File: config.mk
export PLATFORM = sky130hd
export DESIGN_NAME = hazard_unit
export DESIGN_NICKNAME = d
export VERILOG_FILES = /design/src/rtl/hazard_unit.sv
export SDC_FILE = /design/constraint.sdc
export NUM_CORES = 1
export LEC_CHECK = 0
export CAP_MARGIN = 20
export CORE_MARGIN = 2
export CORE_UTILIZATION = 33
export DETAILED_ROUTE_END_ITERATION = 16
export HOLD_SLACK_MARGIN = 0.06
export SLEW_MARGIN = 20
export SYNTH_ARGS = -nofsm -noshare
export SYNTH_HDL_FRONTEND = slang
export SYNTH_SLANG_ARGS = --single-unit
export TNS_END_PERCENT = 30
File: constraint.sdc
create_clock -name clk -period 7.81 [get_ports clk]
set_clock_uncertainty 0.1 [all_clocks]
set_input_delay 1.562 -clock clk [delete_from_list [all_inputs] [get_ports clk]]
set_output_delay 1.562 -clock clk [all_outputs]
set_load 0.1 [all_outputs]
File: src/rtl/hazard_unit.sv
// hazard_unit: pipeline hazard controller producing per-stage flush_and_stall, PC hold/redirect and perf counters
module hazard_unit #(
  parameter int CNT_WIDTH = 32,
  parameter int TIMEOUT   = 1024
) (
  input  logic                 clk,
  input  logic                 reset,
  input  logic [4:0]           id_rs1_addr,
  input  logic [4:0]           id_rs2_addr,
  input  logic                 id_uses_rs1,
  input  logic                 id_uses_rs2,
  input  logic [4:0]           ex_rd_addr,
  input  logic                 ex_MemRead,
  input  logic                 mem_branch_taken,
  input  logic                 if_busy,
  input  logic                 mem_busy,
  output logic                 pc_hold,
  output logic                 pc_redirect,
  output logic [1:0]           ifid_fs,
  output logic [1:0]           idex_fs,
  output logic [1:0]           exmem_fs,
  output logic [1:0]           memwb_fs,
  output logic [CNT_WIDTH-1:0] stall_cnt,
  output logic [CNT_WIDTH-1:0] flush_cnt,
  output logic                 mem_timeout
);
  localparam int BW = $clog2(TIMEOUT + 1);
  typedef enum logic {RUN, SQUASH} state_t;
  state_t state_q, state_d;
  logic [CNT_WIDTH-1:0] stall_cnt_q, stall_cnt_d, flush_cnt_q, flush_cnt_d;
  logic [BW-1:0] busy_run_q, busy_run_d;
  logic timeout_q, timeout_d;
  logic load_use;
  assign load_use = ex_MemRead && ex_rd_addr != 5'd0 &&
                    ((id_uses_rs1 && id_rs1_addr == ex_rd_addr) || (id_uses_rs2 && id_rs2_addr == ex_rd_addr));
  always_comb begin
    pc_hold     = 1'b0;
    pc_redirect = 1'b0;
    ifid_fs     = 2'b00;
    idex_fs     = 2'b00;
    exmem_fs    = 2'b00;
    memwb_fs    = 2'b00;
    if (!reset) begin
      if (mem_busy) begin
        pc_hold  = 1'b1;
        ifid_fs  = 2'b01;
        idex_fs  = 2'b01;
        exmem_fs = 2'b01;
        memwb_fs = 2'b10;
      end else if (mem_branch_taken) begin
        pc_redirect = 1'b1;
        ifid_fs     = 2'b10;
        idex_fs     = 2'b10;
        exmem_fs    = 2'b10;
      end else if (state_q == SQUASH) begin
        pc_hold = 1'b1;
        ifid_fs = 2'b10;
      end else if (load_use) begin
        pc_hold = 1'b1;
        ifid_fs = 2'b01;
        idex_fs = 2'b10;
      end else if (if_busy) begin
        pc_hold = 1'b1;
        ifid_fs = 2'b10;
      end
    end
  end
  // A redirect or a pending squash stays in SQUASH until the stale fetch completes
  assign state_d     = mem_busy ? state_q :
                       ((mem_branch_taken || state_q == SQUASH) && if_busy) ? SQUASH : RUN;
  assign stall_cnt_d = stall_cnt_q + CNT_WIDTH'(pc_hold && !(&stall_cnt_q));
  assign flush_cnt_d = flush_cnt_q + CNT_WIDTH'(pc_redirect && !(&flush_cnt_q));
  assign busy_run_d  = !mem_busy ? '0 : (busy_run_q == BW'(TIMEOUT - 1)) ? busy_run_q : busy_run_q + 1'b1;
  assign timeout_d   = timeout_q || (mem_busy && busy_run_q == BW'(TIMEOUT - 1));
  always_ff @(posedge clk or posedge reset) begin
    if (reset) begin
      state_q     <= RUN;
      stall_cnt_q <= '0;
      flush_cnt_q <= '0;
      busy_run_q  <= '0;
      timeout_q   <= 1'b0;
    end else begin
      state_q     <= state_d;
      stall_cnt_q <= stall_cnt_d;
      flush_cnt_q <= flush_cnt_d;
      busy_run_q  <= busy_run_d;
      timeout_q   <= timeout_d;
    end
  end
  assign stall_cnt   = stall_cnt_q;
  assign flush_cnt   = flush_cnt_q;
  assign mem_timeout = timeout_q;
endmodule
# Yosys cells after proc, flatten, opt, wreduce, memory -nomap -nowiden
# Index checks and enable logic that the tools add are counted.
totals:
  regBits: 77
  latch_bits: 0
  ram_bits: 0
  romBits: 0
  inputBits: 23
  output_inout_bits: 75
  word_cells: 56
  n_memories: 0
op_classes:
  n_addsub: 3
  n_mul: 0
  div_mod_pow: 0
  magnitude_cmp: 0
  n_eq_ne: 4
  shifts: 0
  mux: 28
  bitwise: 0
  reduce_logical: 16
ops:
  columns: ["op", "count"]
  rows:
  - ["32-bit by 1-bit adder with 32-bit output", 2]
  - ["32-bit AND reduction", 2]
  - ["2-bit two-way mux", 16]
  - ["11-bit two-way mux", 2]
  - ["11-bit by 1-bit adder with 11-bit output (second input constant)", 1]
  - ["11-bit by 10-bit equality test with 1-bit output (second input constant)", 1]
  - ["5-bit equality test", 2]
  - ["1-bit two-way mux", 10]
  - ["1-bit logical AND", 8]
  - ["5-bit nonzero test", 1]
  - ["1-bit logical OR", 3]
  - ["1-bit zero test", 2]
  - ["2-bit inequality test (second input constant)", 1]

# Logic depth before layout (Yosys ltp)
# Gate-level depths: netlist of the first run.
depth:
  ltp_word: 11
  mapped_depth: 12

# Worst setup path before layout of the first run
# OpenSTA, ideal clock, no wires.
synth_timing:
  path_type: "input to output"
  from: "input ex_rd_addr[2]"
  to: "output idex_fs[1]"
  arrival_time_ns: 5.206
  path_slack_ns: 0.942
  path_stages: 5
  path_buffers: 0
  path_cell_list: "xnor2_1 -> nand4_1 -> o22ai_1 -> nand3_1 -> o41ai_1"
synth_between:
  elab_chain_len: 9
synth_lines:
  columns: ["element", "line", "rtl"]
  rows:
  - ["from (decl)", "12", "input logic [4:0] ex_rd_addr,"]
  - ["5-bit equality test", "35", "((id_uses_rs1 && id_rs1_addr == ex_rd_addr) || (id_uses_rs2 && id_rs2_addr == ex_rd_addr));"]
  - ["1-bit logical AND", "35", null]
  - ["1-bit logical OR", "35", null]
  - ["1-bit logical AND *", "34", "assign load_use = ex_MemRead && ex_rd_addr != 5'd0 &&"]
  - ["2-bit two-way mux *", "58", "end else if (load_use) begin"]
  - ["2-bit two-way mux *", "55", "end else if (state_q == SQUASH) begin"]
  - ["2-bit two-way mux *", "50", "end else if (mem_branch_taken) begin"]
  - ["2-bit two-way mux *", "44", "if (mem_busy) begin"]
  - ["2-bit two-way mux *", "43", "if (!reset) begin"]
  - ["to (decl)", "20", "output logic [1:0] idex_fs,"]
# Mark *: on every way between the ends. The rest lies on a longest branch, timed or not.

# Worst setup path after layout of the first run
# Same ends and word-level chain as after synthesis.

==> results of run 1 <==
[where the power goes]
group          internal (mW)  switching (mW)
Clock                  0.153           0.160
Sequential             0.426          0.0363
Combinational         0.0793           0.258
[worst max-delay path: stages]
cell and delay, ps:
sky130_fd_sc_hd__clkdlybuf4s50_1 540, sky130_fd_sc_hd__xnor2_1 140, sky130_fd_sc_hd__nand4_1 110, sky130_fd_sc_hd__o22ai_1 210, sky130_fd_sc_hd__nand3_1 200, sky130_fd_sc_hd__o41ai_1 280, sky130_fd_sc_hd__clkdlybuf4s50_1 1200
[worst paths after layout]
kind	startpoint	to	slack (ps)	depth (start not counted)
setup / recovery	ex_rd_addr[2]	idex_fs[1]	1900	7
hold / removal	mem_timeout$_DFF_PP0_	mem_timeout$_DFF_PP0_	370	1
setup reg to reg	stall_cnt[25]$_DFF_PP0_	stall_cnt[16]$_DFF_PP0_	4730	12
hold reg to reg	mem_timeout$_DFF_PP0_	mem_timeout$_DFF_PP0_	370	1
max in group asynchronous	reset	flush_cnt[0]$_DFF_PP0_	5000	3
min in group asynchronous	reset	state_q$_DFFE_PP0N_	1470	2
[per-stage QoR]
stage / hold WS (ps) / cells
after floorplan: 362.9 / 333
after global placement: 345.8 / 564
after detailed placement: 349.6 / 564
after CTS: 371.8 / 580
after global routing: 420.7 / 580
final: 368.4 / 580
[layout make-up]
class | count | share of cell area (%)
clock inverters | 7 | 1.617
repair buffers | 97 | 19.56
inverters | 7 | 0.5306
well taps | 140 | 3.537
clock buffers | 9 | 2.501
flip-flops and latches | 77 | 38.91
multi-input cells | 243 | 33.35
[cells in the mapped netlist (2+ instances only)]
cell                       number
sky130_fd_sc_hd__dfrtp_1       77
sky130_fd_sc_hd__xor2_1        12
sky130_fd_sc_hd__clkbuf_1       2
sky130_fd_sc_hd__a31oi_1        3
sky130_fd_sc_hd__ha_1           5
sky130_fd_sc_hd__mux2i_1        2
sky130_fd_sc_hd__inv_1          7
sky130_fd_sc_hd__o22ai_1        2
sky130_fd_sc_hd__xnor2_1       64
sky130_fd_sc_hd__and4_1        12
sky130_fd_sc_hd__or3_1          3
sky130_fd_sc_hd__and2_1         4
sky130_fd_sc_hd__or3_4          2
sky130_fd_sc_hd__a21oi_1        3
sky130_fd_sc_hd__nor2_1        20
sky130_fd_sc_hd__nand3_1       27
sky130_fd_sc_hd__nand4_1       14
sky130_fd_sc_hd__nor3_1         8
sky130_fd_sc_hd__nand2_1       33
sky130_fd_sc_hd__nor2b_1        4
sky130_fd_sc_hd__nor3b_1        2
sky130_fd_sc_hd__and3_1         7
sky130_fd_sc_hd__buf_4          4
[cells by family after synthesis]
group	count (synthesis)
other	1
and+or+nand+nor	144
DFF	77
AOI/OAI and AO/OA	15
adders and majority gates	5
buffers and inverters	13
muxes	2
xor gates and xnor gates	76
[flip-flops by register name, summed over array words and instances, names as in the netlist]
name	count
busy_run_q	11
flush_cnt	32
mem_timeout	1
stall_cnt	32
state_q	1
[per-layer routing]
layer	global-route usage [%]	up-vias
li1	-	1354
met5	0	-
met3	4.961	7
met2	23.74	64
met4	3.297	0
met1	18.95	1345
==> results.json, run 1 <==
{
  "nets": 463,
  "synth_area_leader_cell": "sky130_fd_sc_hd__dfrtp_1",
  "netlist_top_cells_area": "sky130_fd_sc_hd__dfrtp_1 (53%), sky130_fd_sc_hd__xnor2_1 (15%), sky130_fd_sc_hd__nand3_1 (3.7%), sky130_fd_sc_hd__nand2_1 (3.4%), sky130_fd_sc_hd__and4_1 (2.9%)",
  "power_density_mw_per_mm2": 224.7,
  "io_pins": 98,
  "ctsRootBufferMaster": "sky130_fd_sc_hd__clkbuf_8",
  "wl_per_cell_um": 14.05,
  "vias": 2770,
  "layout_commonest_cell": "sky130_fd_sc_hd__clkdlybuf4s50_1",
  "max-clock-path-buffers": 2,
  "synth-compound-area-share_pct": 2.886,
  "report.final.setup_viol": 0,
  "synth-async-reset-ratio_pct": 100.0,
  "met1Wirelength_um": 3750,
  "dieWidth_um": 109.1,
  "post-route-min-period_ps": 5908,
  "clock_edge_transition_at_the_registers_on_the_reported_setup_and_hold_paths_ps": 80,
  "critPathKind": "primary input to primary output",
  "post_cts_setup_buffers": 0,
  "grt.overflow.total": 0,
  "detailedRoute.firstIterationViolations": 78,
  "outcome": "completed",
  "cell_area_after_technology_mapping_mm2": 0.003642,
  "synthesis.yosys.warnings": 0,
  "report.final.hold_viol_count": 0,
  "detail_route.vias_per_cell": 4.776,
  "fin_area_mm2": 0.004952,
  "main_combinational_cell_family_by_area_after_synthesis": "simple AND/OR/NAND/NOR gates",
  "number_of_nets_with_antenna_violations_after_detailed_routing": 0,
  "detailedPlacementHpwl_um": 5925,
  "worst_skew_pair.late_latency_ps": 350,
  "initial_utilization_pct": 33.75,
  "tritoncts": "yes",
  "critical_path_arrival_ps": 4250,
  "cts.sinks": 77,
  "fmax_mhz": 169.3,
  "post_dp_cell_area_mm2": 0.004748,
  "min_path_type": "flop to flop",
  "post_synth_mux_area_share_pct": 0.5496,
  "drc": 0,
  "power.total_mw": 1.113,
  "avgSynthCellArea_um2": 10.94,
  "pin_count_of_the_biggest_net_entering_global_routing": 77,
  "synth_seq_cells": 77,
  "met2_wirelength_um": 3852,
  "buffer_ports.inserted": 96,
  "first_global_vias": 2798,
  "sequential_cell_area_fraction_in_the_yosys_report_pct": 52.90,
  "irDropWorstVdd_uv": 108.0,
  "total_leakage_power_nw": 2.065,
  "gpl.final_weighted_congestion": 0.8137,
  "grt_use_total_pct": 14.65,
  "routed.top_layer": "met4",
  "post_route_cells_drive_above_1_share_pct": 5.682,
  "detail_route.wirelength_um": 8147,
  "synth_simple_gate_area_share_pct": 21.81,
  "most-common-layout-cells": "sky130_fd_sc_hd__clkdlybuf4s50_1 (96), sky130_fd_sc_hd__dfrtp_1 (77), sky130_fd_sc_hd__xnor2_1 (64)",
  "final_core_utilization_pct": 45.88,
  "fp.dieArea_mm2": 0.01189,
  "n_diodes": 0,
  "place_worst_setup_slack_ps": 1895,
  "post_synth_fa_ha_maj_area_fraction_pct": 1.718,
  "synth_edf_count": 0,
  "post_synth_inst_count": 333,
  "tightestPinTransition_ps": 1027,
  "slew-limit-headroom_pct": 31.30,
  "cts_made_buffers": 9,
  "critPathRequiredTime_ps": 6150,
  "synth_top_area_share_pct": 52.90,
  "floorplan.die.height_um": 109.1,
  "max_cap_check_violation_count": 0,
  "startpoint_kind_of_the_worst_setup_timing_path": "primary input",
  "maxSlewViolCount": 0,
  "core_region_area_mm2": 0.01079,
  "grt_pass1_wl_um": 13730,
  "area_growth_syn_to_layout_pct": 35.97,
  "grt_setup_unrepaired": "no",
  "final.period_utilization_pct": 75.64,
  "multi_input_comb_area_mm2": 0.001652,
  "dr.pass1.iters": 4,
  "synth_cell_type_count": 39,
  "fin_tns_setup_ps": 0,
  "worst_path_maximum_fanout": 4,
  "nFillCells": 1024,
  "sum_of_met3_wire_segment_lengths_after_detailed_routing_um": 477,
  "ctsHoldBuffers": 0,
  "ys_dominant_reg_cell": "sky130_fd_sc_hd__dfrtp_1",
  "final.setup.worst_slack_ps": 1902,
  "synth.net_count": 361,
  "end_kind": "primary output",
  "post_synthesis_share_of_cell_area_spent_on_xor_and_xnor_gates_pct": 18.28,
  "antenna_found_initial": 0,
  "num_rows": 38,
  "cts_repair_resize_count": 0,
  "ff_latch_area_mm2": 0.001927,
  "htree_levels": 3
}
Power figures use the tool's default switching activity.
==> inputs of run 2 (changes only) <==
==> constraint.sdc (replaced) <==
create_clock -name clk -period 5.7 [get_ports clk]
set_clock_uncertainty 0.1 [all_clocks]
set_input_delay 1.14 -clock clk [delete_from_list [all_inputs] [get_ports clk]]
set_output_delay 1.14 -clock clk [all_outputs]
set_load 0.1 [all_outputs]
==> results.json, run 2 (synthesis results as in run 1) <==
{
  "core_region_area_mm2": 0.01079,
  "power_density_mw_per_mm2": 303.5,
  "htree_levels": 3,
  "final.period_utilization_pct": 82.49,
  "critPathKind": "primary input to primary output",
  "num_rows": 38,
  "post-route-min-period_ps": 4702,
  "worst_r2r_startpoint": "stall_cnt[25]$_DFF_PP0_",
  "startpoint_kind_of_the_worst_setup_timing_path": "primary input",
  "timing.hold.worst_path_depth": 1,
  "post_route_cells_drive_above_1_share_pct": 7.517,
  "wl_per_cell_um": 13.97,
  "fp.dieArea_mm2": 0.01189,
  "first_global_vias": 2791,
  "detailedPlacementHpwl_um": 6001,
  "irDropWorstVdd_uv": 170.4,
  "n_diodes": 0,
  "most-common-layout-cells": "sky130_fd_sc_hd__clkdlybuf4s50_1 (88), sky130_fd_sc_hd__dfrtp_1 (77), sky130_fd_sc_hd__xnor2_1 (64)",
  "io_pins": 98,
  "area_growth_syn_to_layout_pct": 35.21,
  "r2r-end": "stall_cnt[16]$_DFF_PP0_",
  "p_clk_share_pct": 26.8,
  "dieWidth_um": 109.1,
  "power.net_switching_mw": 0.6038,
  "outcome": "completed",
  "pin_count_of_the_biggest_net_entering_global_routing": 42,
  "reg2reg_slack_ps": 2610,
  "worst_skew_pair.late_latency_ps": 340,
  "nets": 463,
  "tritoncts": "yes",
  "initial_utilization_pct": 33.75,
  "worst_path_maximum_fanout": 3,
  "fmax_mhz": 212.7,
  "clock_edge_transition_at_the_registers_on_the_reported_setup_and_hold_paths_ps": 80,
  "internal_power_mw": 0.8910,
  "final_core_utilization_pct": 45.63,
  "grt.overflow.total": 0,
  "cts_made_buffers": 9,
  "nFillCells": 1020,
  "detail_route.wirelength_um": 8089,
  "tightestPinTransition_ps": 1019,
  "fin_tns_setup_ps": 0,
  "critical_path_arrival_ps": 3460,
  "detail_route.vias_per_cell": 4.737,
  "place_worst_setup_slack_ps": 992.0,
  "antenna_found_initial": 0,
  "max-clock-path-buffers": 2,
  "grt_setup_unrepaired": "no",
  "grt_pass1_wl_um": 13590,
  "critPathRequiredTime_ps": 4460,
  "layout_commonest_cell": "sky130_fd_sc_hd__clkdlybuf4s50_1",
  "report.final.hold_viol_count": 0,
  "gpl.final_weighted_congestion": 0.7918,
  "dr.pass1.iters": 4,
  "vias": 2743,
  "power.switching_fraction_pct": 40.39,
  "max_cap_check_violation_count": 0,
  "report.final.setup_viol": 0,
  "drc": 0,
  "final.setup.worst_slack_ps": 997.9,
  "post_cts_setup_buffers": 0,
  "min_path_type": "flop to flop",
  "ctsHoldBuffers": 0,
  "combPwrFrac_pct": 30.7,
  "min-delay-start": "mem_timeout$_DFF_PP0_",
  "worst_hold_endpoint": "mem_timeout$_DFF_PP0_",
  "buffer_ports.inserted": 96,
  "power.total_mw": 1.495,
  "slew-limit-headroom_pct": 31.85,
  "multi_input_comb_area_mm2": 0.001659,
  "end_kind": "primary output",
  "seq_power_share_pct": 42.5,
  "floorplan.die.height_um": 109.1,
  "cts.sinks": 77,
  "ctsRootBufferMaster": "sky130_fd_sc_hd__clkbuf_8",
  "maxSlewViolCount": 0,
  "ff_latch_area_mm2": 0.001927,
  "number_of_nets_with_antenna_violations_after_detailed_routing": 0,
  "reg2regPathDepth": 12,
  "cts_repair_resize_count": 0,
  "detailedRoute.firstIterationViolations": 73,
  "grt_use_total_pct": 14.57,
  "total_leakage_power_nw": 2.076
}
==> run 2: cell count changes in the layout (fill, tap and decap cells not counted), sizes merged <==
cell and change:
buf +8, clkdlybuf4s50 -8, clkinv +3, inv -4
==> run 2: metrics by stage <==
| stage | area, um^2 | hold slack [ps] | instances |
|---|---|---|---|
| global route | 4925 | 402.2 | 579 |
| floorplan | 3650 | 362.9 | 333 |
| finish | 4925 | 360.0 | 579 |
| CTS | 4925 | 369.3 | 579 |
| detailed placement | 4736 | 353.3 | 564 |
| global placement | 4736 | 343.5 | 564 |
==> run 2: how the worst max path moves through the flow <==
stage                              from          to  slack, ps  cells past startpoint
after global routing      ex_rd_addr[1]  ifid_fs[1]        880                      7
final                     ex_rd_addr[2]  ifid_fs[1]       1000                      7
after global placement    ex_rd_addr[4]  ifid_fs[1]       1020                      7
after floorplan                mem_busy  idex_fs[0]        970                      5
after detailed placement  ex_rd_addr[2]  ifid_fs[1]        990                      7
after CTS                 ex_rd_addr[2]  ifid_fs[1]        990                      7
==> run 2: worst max-delay path, cell delays in order <==
cell                              delay [ps]
sky130_fd_sc_hd__clkdlybuf4s50_1         540
sky130_fd_sc_hd__xnor2_1                 140
sky130_fd_sc_hd__nand4_1                 110
sky130_fd_sc_hd__o22ai_1                 220
sky130_fd_sc_hd__a31oi_1                 110
sky130_fd_sc_hd__o31a_1                  240
sky130_fd_sc_hd__clkdlybuf4s50_1         970
==> run 2: layout make-up <==
| type | count | area share (%) |
|---|---|---|
| multi-input combinational | 243 | 33.69 |
| inverter | 7 | 0.5335 |
| clock buffer | 9 | 2.515 |
| timing repair buffer | 97 | 19.26 |
| sequential | 77 | 39.13 |
| tap | 140 | 3.557 |
| clock inverter | 6 | 1.321 |
==> run 2: power by group through the flow <==
| stage | Clock, mW | Sequential (mW) | Combinational [mW] |
|---|---|---|---|
| after detailed placement | 0 | 0.646 | 0.463 |
| final | 0.401 | 0.635 | 0.459 |
| after floorplan | 0 | 0.895 | 0.0886 |
| after CTS | 0.420 | 0.636 | 0.464 |
| after global placement | 0 | 0.646 | 0.461 |
| after global routing | 0.441 | 0.643 | 0.477 |
==> run 2: per-layer routing <==
metal / vias to the layer above / GRT usage [%] / wire [um]
li1: 1350 / - / -
met1: 1328 / 18.43 / 3554
met2: 57 / 23.38 / 3905
met3: 8 / 5.140 / 542
met4: 0 / 4.487 / 85
met5: - / 0 / 0
